`src/rtl/reg_file_read_port_if.sv`:
```
// Bus bundle for reg_file_read_port: write port, read request handshake and
// response handshake. The register file side uses the slave modport.
interface reg_file_read_port_if #(
  parameter int DATA_WIDTH = 32,
  parameter int ADDR_WIDTH = 5
);
  logic                  WR_EN;
  logic [ADDR_WIDTH-1:0] WR_ADDR;
  logic [DATA_WIDTH-1:0] WR_DATA;
  logic                  REQ_VALID;
  logic [ADDR_WIDTH-1:0] REQ_ADDR;
  logic                  REQ_READY;
  logic                  RESP_VALID;
  logic [DATA_WIDTH-1:0] RESP_DATA;
  logic [ADDR_WIDTH-1:0] RESP_ADDR;
  logic                  RESP_ERR;
  logic                  RESP_READY;

  modport master (
    output WR_EN, WR_ADDR, WR_DATA, REQ_VALID, REQ_ADDR, RESP_READY,
    input  REQ_READY, RESP_VALID, RESP_DATA, RESP_ADDR, RESP_ERR
  );

  modport slave (
    input  WR_EN, WR_ADDR, WR_DATA, REQ_VALID, REQ_ADDR, RESP_READY,
    output REQ_READY, RESP_VALID, RESP_DATA, RESP_ADDR, RESP_ERR
  );
endinterface

```
`src/rtl/reg_file_read_port.sv`:
```
// Register file with one write port and a valid/ready read port feeding a
// 2-entry response queue. Register 0 reads as zero and ignores writes.
// Optional macro REG_FILE_WRITE_BYPASS_EN: a read accepted together with a
// write to the same in-range nonzero address returns the new write data.
//
// state | meaning
// EMPTY | no response queued
// ONE   | head entry valid
// FULL  | head and tail entries valid, requests stalled
module reg_file_read_port #(
  parameter int DATA_WIDTH = 32,
  parameter int ADDR_WIDTH = 5,
  parameter int REG_COUNT  = 32
) (
  input logic              CLK,
  input logic              RST,
  reg_file_read_port_if.slave bus
);

  typedef enum logic [1:0] {EMPTY = 2'd0, ONE = 2'd1, FULL = 2'd2} state_t;

  localparam logic [ADDR_WIDTH:0] REG_LIMIT = (ADDR_WIDTH + 1)'(REG_COUNT);

  state_t                state_q, state_d;
  logic [DATA_WIDTH-1:0] mem_q [REG_COUNT];
  logic [DATA_WIDTH-1:0] mem_d [REG_COUNT];
  logic [DATA_WIDTH-1:0] head_data_q, head_data_d, tail_data_q, tail_data_d;
  logic [ADDR_WIDTH-1:0] head_addr_q, head_addr_d, tail_addr_q, tail_addr_d;
  logic                  head_err_q, head_err_d, tail_err_q, tail_err_d;

  logic                  wr_ok, req_err, req_ready, push, pop;
  logic [DATA_WIDTH-1:0] rd_data;

  assign wr_ok     = bus.WR_EN && (bus.WR_ADDR != '0) && ({1'b0, bus.WR_ADDR} < REG_LIMIT);
  assign req_err   = ({1'b0, bus.REQ_ADDR} >= REG_LIMIT);
  assign req_ready = (state_q != FULL);
  assign push      = bus.REQ_VALID && req_ready;
  assign pop       = (state_q != EMPTY) && bus.RESP_READY;

  // Read data for a request accepted this cycle (old contents unless forwarding)
  always_comb begin
    rd_data = '0;
    if (!req_err && bus.REQ_ADDR != '0) begin
      rd_data = mem_q[bus.REQ_ADDR];
`ifdef REG_FILE_WRITE_BYPASS_EN
      if (wr_ok && bus.WR_ADDR == bus.REQ_ADDR) begin
        rd_data = bus.WR_DATA;
      end
`endif
    end
  end

  // Storage update; entry 0 is never written so it stays at its reset zero
  always_comb begin
    mem_d = mem_q;
    if (wr_ok) begin
      mem_d[bus.WR_ADDR] = bus.WR_DATA;
    end
  end

  // Queue next-state and entry updates
  always_comb begin
    state_d     = state_q;
    head_data_d = head_data_q;
    head_addr_d = head_addr_q;
    head_err_d  = head_err_q;
    tail_data_d = tail_data_q;
    tail_addr_d = tail_addr_q;
    tail_err_d  = tail_err_q;
    case (state_q)
      EMPTY: begin
        if (push) begin
          head_data_d = rd_data;
          head_addr_d = bus.REQ_ADDR;
          head_err_d  = req_err;
          state_d     = ONE;
        end
      end
      ONE: begin
        if (push && pop) begin
          head_data_d = rd_data;
          head_addr_d = bus.REQ_ADDR;
          head_err_d  = req_err;
        end else if (push) begin
          tail_data_d = rd_data;
          tail_addr_d = bus.REQ_ADDR;
          tail_err_d  = req_err;
          state_d     = FULL;
        end else if (pop) begin
          state_d = EMPTY;
        end
      end
      FULL: begin
        if (pop) begin
          head_data_d = tail_data_q;
          head_addr_d = tail_addr_q;
          head_err_d  = tail_err_q;
          state_d     = ONE;
        end
      end
      default: state_d = EMPTY;
    endcase
  end

  // State, queue entries and storage registers with synchronous reset
  always_ff @(posedge CLK) begin
    if (RST) begin
      state_q     <= EMPTY;
      head_data_q <= '0;
      head_addr_q <= '0;
      head_err_q  <= 1'b0;
      tail_data_q <= '0;
      tail_addr_q <= '0;
      tail_err_q  <= 1'b0;
      for (int i = 0; i < REG_COUNT; i++) begin
        mem_q[i] <= '0;
      end
    end else begin
      state_q     <= state_d;
      head_data_q <= head_data_d;
      head_addr_q <= head_addr_d;
      head_err_q  <= head_err_d;
      tail_data_q <= tail_data_d;
      tail_addr_q <= tail_addr_d;
      tail_err_q  <= tail_err_d;
      mem_q       <= mem_d;
    end
  end

  assign bus.REQ_READY  = req_ready;
  assign bus.RESP_VALID = (state_q != EMPTY);
  assign bus.RESP_DATA  = head_data_q;
  assign bus.RESP_ADDR  = head_addr_q;
  assign bus.RESP_ERR   = head_err_q;

endmodule

```
`src/flat_wrapper.sv`:
```
// flat-port wrapper written by rule: the top's interface ports become plain ports
module reg_file_read_port_flat 
#(
  parameter int DATA_WIDTH = 32,
  parameter int ADDR_WIDTH = 5,
  parameter int REG_COUNT  = 32
)
  (CLK, RST, bus_WR_EN, bus_WR_ADDR, bus_WR_DATA, bus_REQ_VALID, bus_REQ_ADDR, bus_RESP_READY, bus_REQ_READY, bus_RESP_VALID, bus_RESP_DATA, bus_RESP_ADDR, bus_RESP_ERR);
  reg_file_read_port_if #(.DATA_WIDTH(DATA_WIDTH), .ADDR_WIDTH(ADDR_WIDTH)) bus_i ();
  input logic CLK;
  input logic RST;
  input wire logic [$bits(bus_i.WR_EN)-1:0] bus_WR_EN;
  input wire logic [$bits(bus_i.WR_ADDR)-1:0] bus_WR_ADDR;
  input wire logic [$bits(bus_i.WR_DATA)-1:0] bus_WR_DATA;
  input wire logic [$bits(bus_i.REQ_VALID)-1:0] bus_REQ_VALID;
  input wire logic [$bits(bus_i.REQ_ADDR)-1:0] bus_REQ_ADDR;
  input wire logic [$bits(bus_i.RESP_READY)-1:0] bus_RESP_READY;
  output wire logic [$bits(bus_i.REQ_READY)-1:0] bus_REQ_READY;
  output wire logic [$bits(bus_i.RESP_VALID)-1:0] bus_RESP_VALID;
  output wire logic [$bits(bus_i.RESP_DATA)-1:0] bus_RESP_DATA;
  output wire logic [$bits(bus_i.RESP_ADDR)-1:0] bus_RESP_ADDR;
  output wire logic [$bits(bus_i.RESP_ERR)-1:0] bus_RESP_ERR;
  assign bus_i.WR_EN = bus_WR_EN;
  assign bus_i.WR_ADDR = bus_WR_ADDR;
  assign bus_i.WR_DATA = bus_WR_DATA;
  assign bus_i.REQ_VALID = bus_REQ_VALID;
  assign bus_i.REQ_ADDR = bus_REQ_ADDR;
  assign bus_i.RESP_READY = bus_RESP_READY;
  assign bus_REQ_READY = bus_i.REQ_READY;
  assign bus_RESP_VALID = bus_i.RESP_VALID;
  assign bus_RESP_DATA = bus_i.RESP_DATA;
  assign bus_RESP_ADDR = bus_i.RESP_ADDR;
  assign bus_RESP_ERR = bus_i.RESP_ERR;
  reg_file_read_port #(.DATA_WIDTH(DATA_WIDTH), .ADDR_WIDTH(ADDR_WIDTH), .REG_COUNT(REG_COUNT)) u_core (.CLK(CLK), .RST(RST), .bus(bus_i));
endmodule
```
`config.mk`:
```
export PLATFORM = sky130hd
export DESIGN_NAME = reg_file_read_port_flat
export DESIGN_NICKNAME = d
export VERILOG_FILES = /design/src/rtl/reg_file_read_port_if.sv /design/src/rtl/reg_file_read_port.sv /design/src/flat_wrapper.sv
export SDC_FILE = /design/constraint.sdc
export NUM_CORES = 2
export LEC_CHECK = 0
export ABC_AREA = 1
export CAP_MARGIN = 20
export CORE_MARGIN = 5
export CORE_UTILIZATION = 60
export CTS_BUF_LIST = sky130_fd_sc_hd__clkbuf_4 sky130_fd_sc_hd__clkbuf_8 sky130_fd_sc_hd__clkbuf_16
export CTS_CLUSTER_SIZE = 14
export DETAILED_ROUTE_END_ITERATION = 12
export PLACE_DENSITY_LB_ADDON = 0.1
export SKIP_LAST_GASP = 1
export SLEW_MARGIN = 25
export SYNTH_ARGS = -nofsm -noshare
export SYNTH_HDL_FRONTEND = slang
export SYNTH_SLANG_ARGS = --single-unit
```
`constraint.sdc`:
```
create_clock -name CLK -period 4.95 [get_ports CLK]
set_input_delay 1.485 -clock CLK [delete_from_list [all_inputs] [get_ports CLK]]
set_output_delay 1.485 -clock CLK [all_outputs]
set_load 0.01 [all_outputs]
```
# Word-level counts from Yosys, hierarchy flattened

Index checks and enable logic that the tools add are counted.

Bits in registers: 1,101
Word-level logic and storage cells: 90

Order comparisons: 3
Equality and inequality tests: 8
Muxes and demuxes: 25
Bitwise operators: 3
Reductions and logical operators: 13

Operator list:

| operator                                                 | count |
|---|---|
| bitwise mux 1024 bit                                     | 1 |
| two-way mux 32 bit                                       | 7 |
| binary-select mux 32 bit (select 5 bit)                  | 1 |
| demux 32 bit (select 5 bit)                              | 1 |
| case mux 32 bit (3 select lines)                         | 1 |
| two-way mux 5 bit                                        | 3 |
| case mux 5 bit (3 select lines)                          | 1 |
| greater-or-equal comparator 6 bit, second input constant | 2 |
| inverter 5 -> 6 bit                                      | 2 |
| two-way mux 2 bit                                        | 5 |
| nonzero test 5 bit                                       | 2 |
| AND reduction 4 bit                                      | 2 |
| < comparator 6 x 1 -> 1 bit, second input constant       | 1 |
| != test 2 x 1 -> 1 bit, second input constant            | 3 |
| case mux 2 bit (3 select lines)                          | 1 |
| logical AND 1 bit                                        | 5 |
| != test 2 bit, second input constant                     | 2 |
| two-way mux 1 bit                                        | 3 |
| != test 3 x 1 -> 1 bit, second input constant            | 1 |
| case mux 1 bit (3 select lines)                          | 1 |
| AND reduction 3 bit                                      | 1 |
| nonzero test 3 bit                                       | 1 |
| == test 2 x 1 -> 1 bit, second input constant            | 1 |
| == test 2 bit, second input constant                     | 1 |
| 3 further kinds                                          | 3 |

# Logic depth before layout (Yosys ltp)

Depth after elaboration: 7
Mapped depth: 14
Mapped depth without buffers: 11

# Worst setup path after synthesis

Ideal clock, no wire load.

Path type: input to register
Start: input port bus_REQ_ADDR[1]
End: register u_core.head_data_q[27] (netlist: u_core.bus.RESP_DATA[27])
Setup time: 132 ps
Arrival: 2,611 ps
Required time: 4,818 ps
Setup slack: 2,207 ps
Stages: 12
Path buffers: 3
Cells stage by stage: buf_4 -> buf_2 -> clkbuf_1 -> nand3_1 -> nand3_1 -> nand2_1 -> nand2_1 -> nand3_1 -> nand3_1 -> nand2_1 -> nand2_1 -> a21oi_1

Word-level cells in the longest chain between the ends: 7

RTL lines:

| element                                               | RTL line                                           | RTL |
|---|---|---|
| from (decl)                                           | flat_wrapper.sv:16                                 | `input wire logic [$bits(bus_i.REQ_ADDR)-1:0] bus_REQ_ADDR;` |
| inverter 5 -> 6 bit (implied by the code)             | reg_file_read_port.sv:44                           | `rd_data = mem_q[bus.REQ_ADDR];` |
| binary-select mux 32 bit (select 5 bit)               | reg_file_read_port.sv:44                           |  |
| two-way mux 32 bit (implied by the code) (2 in a row) | reg_file_read_port.sv:44                           |  |
| two-way mux 32 bit *                                  | reg_file_read_port.sv:43                           | `if (!req_err && bus.REQ_ADDR != '0) begin` |
| two-way mux 32 bit (on tied branches)                 | reg_file_read_port.sv:80, reg_file_read_port.sv:72 |  |
| case mux 32 bit (3 select lines) *                    | reg_file_read_port.sv:70                           | `case (state_q)` |
| to (signal assigned)                                  | reg_file_read_port.sv:120                          | `head_data_q <= head_data_d;` |
| to (decl)                                             | reg_file_read_port.sv:27                           | `logic [DATA_WIDTH-1:0] head_data_q, head_data_d, tail_data_q, tail_data_d;` |

Every way passes the cells marked *; elsewhere a longest branch is shown, timed or not. The select of a mux whose other input is x is not followed.
A chain may end at the register's enable or synchronous reset.

# Final worst setup path

Start: input port bus_WR_ADDR[3]
End: register u_core.mem_q[666] (netlist name)

Word-level cells in the longest chain between the ends: 6

RTL lines:

| element                                                                                                       | RTL line                  | RTL |
|---|---|---|
| from (decl)                                                                                                   | flat_wrapper.sv:13        | `input wire logic [$bits(bus_i.WR_ADDR)-1:0] bus_WR_ADDR;` |
| inverter 5 -> 6 bit (implied by the code)                                                                     | reg_file_read_port.sv:57  | `mem_d[bus.WR_ADDR] = bus.WR_DATA;` |
| greater-or-equal comparator 6 bit (implied by the code) / < comparator 6 x 1 -> 1 bit (equally long branches) | reg_file_read_port.sv:57  |  |
| logical AND 1 bit (implied by the code)                                                                       | reg_file_read_port.sv:57  |  |
| two-way mux 32 bit (implied by the code)                                                                      | reg_file_read_port.sv:57  |  |
| demux 32 bit (select 5 bit)                                                                                   | reg_file_read_port.sv:57  |  |
| bitwise mux 1024 bit                                                                                          | reg_file_read_port.sv:57  |  |
| to (signal assigned)                                                                                          | reg_file_read_port.sv:126 | `mem_q <= mem_d;` |
| to (decl)                                                                                                     | reg_file_read_port.sv:25  | `logic [DATA_WIDTH-1:0] mem_q [REG_COUNT];` |

Several ways; a longest one is shown, not always the timed one.

==> impl_results.md <==
* Outcome: finished clean
* Final min period at 3.78 ns
* Seq/Total Area, Yosys at 45.0%
* DR vias at 48700
* I/O Pins at 87
* Critical path launch point type: input pin
* Yosys warning count at 0
* Cell variety after synth at 29
* Wire per inst at 20.7 um
* Number of synthesized flops with an enable pin at 0
* Clk_lat worst skew at 0.70 ns
* Total length of routed wires at 170000 um
* R2R setup slack at 2.83 ns
* FILL cells at 7266
* Post_cts resized at 0
* Leak at 23.2 nW
* Simple-gate share of the synthesized area at 36.3%
* Die H at 296 um
* GR Overflow Total at 0
* DRC viols at 0
* First-pass GRT wire length at 261000 um
* I/O Buffers at 85
* H-tree Lvls at 3
* CTS clk-pin slew, worst paths at 0.06 ns
* Final Max Tran Viols at 0
* Most frequent CP cell: nor2_1
* Mux contribution to synthesized area at 0%
* Post-Route Setup TNS at 0 ns
* Critical path's top delay family: buffers and inverters
* Vias in the first global route at 45200
* Most common cell after layout, fill and taps aside: nor2_1
* Worst slew margin at 28.4%
* Final nets at 7075
* Inst Count DP at 7973
* Cell chain of the critical path: clkdlybuf4s50_1, inv_2, nor3_1, inv_1, nor2_2, clkinv_1, buf_4, nor2_1, nor2_1
* Final Skew at 0.0186 ns
* Ant. Diodes at 0
* Initial antenna violation count at 1
* Hpwl dp at 90300 um
* CP Capture Type: flop
* Worst-margin pin slew at 1.07 ns
* Largest net degree at the start of global routing at 145
* Critical path class: input pin to flop
* Average cell area after synthesis at 6.67 um^2
* Gr usage total at 37.5%
* Max Cap Viol at 0
* Achievable frequency at 0.264 GHz
* Layout cells sized above 1 at 5.93%
* Die area at 87400 um^2
* Mapped cell area at 49000 um^2
* First DRT Iteration DRCs at 6713
* Worst path required time at 5.53 ns
* CTS tree: done
* Num rows at 104
* Final setup violation count at 0
* Arrival time of the worst setup path at 4.36 ns
* Pwr dens at 366 nW/um^2
* Worst path bufs/invs at 5
* DR vias/cell at 5.95
* Worst hold path class: flop to flop
* Net Count, Synth at 7386
* Most frequent cells in the layout: 2086 x nor2_1, 1386 x nand2_1, 1100 x dfxtp_1
* Crit-path max cell delay at 0.83 ns
* Area grow syn2layout at 8.52%
* Final Cycle Share at 76.4%
* XOR/XNOR Fraction of Synth Area at 0%
* Initial Util at 60.7%
* Root Driver: clkbuf_16
* Filler-free cell count of the finished design at 8179
* GP Congestion at 0.890
* Adder-cell area share of the yosys netlist at 0%
* Total core area at 80700 um^2
* Die Width at 296 um
* Cell count after synthesis at 7339
* Finished Core Util at 65.9%
* Post-CTS setup buffer count at 0
* Yosys reg bits at 1100
* Commonest register cell after synthesis: dfxtp_1
* Compound-Gate Fraction of Synth Area at 11.4%
* CP Max Fanout at 23
* Cts hold-fix bufs at 0
* Cts bufs inserted at 113
* Clk sinks at 1100
* Slowest-stage cell, CP: clkinv_1
* TritonRoute pass-1 iters at 6
* CTS max path bufs at 3
* Peak VDD IR at 0.000329 V
* Unrepaired setup endpoints after global routing: false
* Register area at 22000 um^2
* Area taken by multi-input logic gates at 23400 um^2
* Final ANT Viol Nets at 0
* Combinational family with the most area after synthesis: simple AND/OR/NAND/NOR gates
* Ys async rst share at 0%
* Hold Fails Final Rpt at 0
worst reg2reg max path, delay by kind of cell, from the launching register on:
kind | cells | cell delay [ns]
buffers and inverters | 2 | 1.02
AO/OA/AOI/OAI | 3 | 0.48
flip-flops | 1 | 0.39
AND/OR/NAND/NOR | 1 | 0.11
power breakdown:
part / switching, mW / total (mW) / internal [mW]
clock network: 3.66 / 8.75 / 5.09
logic: 1.21 / 1.63 / 0.422
registers: 0.0733 / 9.07 / 8.99
layout make-up:
| type | instances | share of cell area, % |
|---|---|---|
| clock inverters | 29 | 0.544 |
| flip-flops and latches | 1100 | 41.4 |
| multi-input cells | 5497 | 44.0 |
| clock buffers | 177 | 6.64 |
| well taps | 1060 | 2.50 |
| inverters | 94 | 0.732 |
| repair buffers | 222 | 4.12 |
final timing paths:
check                                  startpoint                              endpoint  cells after the start
setup / recovery                   bus_WR_ADDR[3]        u_core.mem_q[666]$_SDFFE_PP0P_                      9
hold / removal    u_core.mem_q[1018]$_SDFFE_PP0P_       u_core.mem_q[1018]$_SDFFE_PP0P_                      2
setup reg to reg   u_core.state_q[0]$_SDFFE_PP0P_  u_core.bus.RESP_ADDR[2]$_SDFFE_PP0P_                      6
hold reg to reg   u_core.mem_q[1018]$_SDFFE_PP0P_       u_core.mem_q[1018]$_SDFFE_PP0P_                      2
synthesized netlist by cell type (2+ instances only):
cell type,instances,share of area (%)
a21oi_1,71,0.73
a31oi_1,5,0.064
buf_1,19,0.15
buf_2,120,1.2
buf_4,109,1.7
buf_6,22,0.51
clkbuf_1,338,2.6
clkbuf_2,40,0.41
clkinv_1,2,0.015
dfxtp_1,1100,45
inv_1,60,0.46
inv_2,30,0.23
nand2_1,1386,11
nand2_8,2,0.082
nand3_1,865,8.8
nor2_1,2086,16
nor2_2,10,0.13
nor2_4,22,0.51
nor3_1,9,0.092
o21ai_0,790,8.1
o21ai_1,245,2.5
cell families (layout without fill, tap and decap cells):
group           count (synthesis)  in the layout
flops                        1100           1100
other cells                     1              1
compound gates               1113           1113
buf+inv                       742            522
simple gates                 4383           4383
through the flow:
stage | cell area, um^2 | power [mW] | worst slack [ns] | hold WS (ns)
after CTS | 53100 | 19.4 | 1.47 | 0.422
after global placement | 49300 | 10.8 | 0.993 | 0.410
after floorplan | 49000 | 10.2 | 2.21 | 0.403
after global routing | 53100 | 19.9 | 1.12 | 0.439
final | 53100 | 19.4 | 1.17 | 0.420
after detailed placement | 49300 | 10.8 | 0.944 | 0.412
layer usage:
| metal | up-vias | track usage, % | routed length (um) | share of wire [%] |
|---|---|---|---|---|
| li1 | 22800 | - | - | - |
| met1 | 22600 | 51.4 | 68500 | 40 |
| met2 | 2778 | 57.6 | 73200 | 43 |
| met3 | 428 | 7.80 | 19800 | 12 |
| met4 | 2 | 16.8 | 8230 | 4.8 |
| met5 | - | 0 | 12 | 0.0071 |
registers in the layout, summed over array words and instances (netlist names):
register	cells
u_core.bus.RESP_ADDR	5
u_core.bus.RESP_DATA	32
u_core.mem_q	1024
u_core.state_q	2
u_core.tail_addr_q	5
u_core.tail_data_q	32
Note: power is estimated with default switching activity, not from simulation.
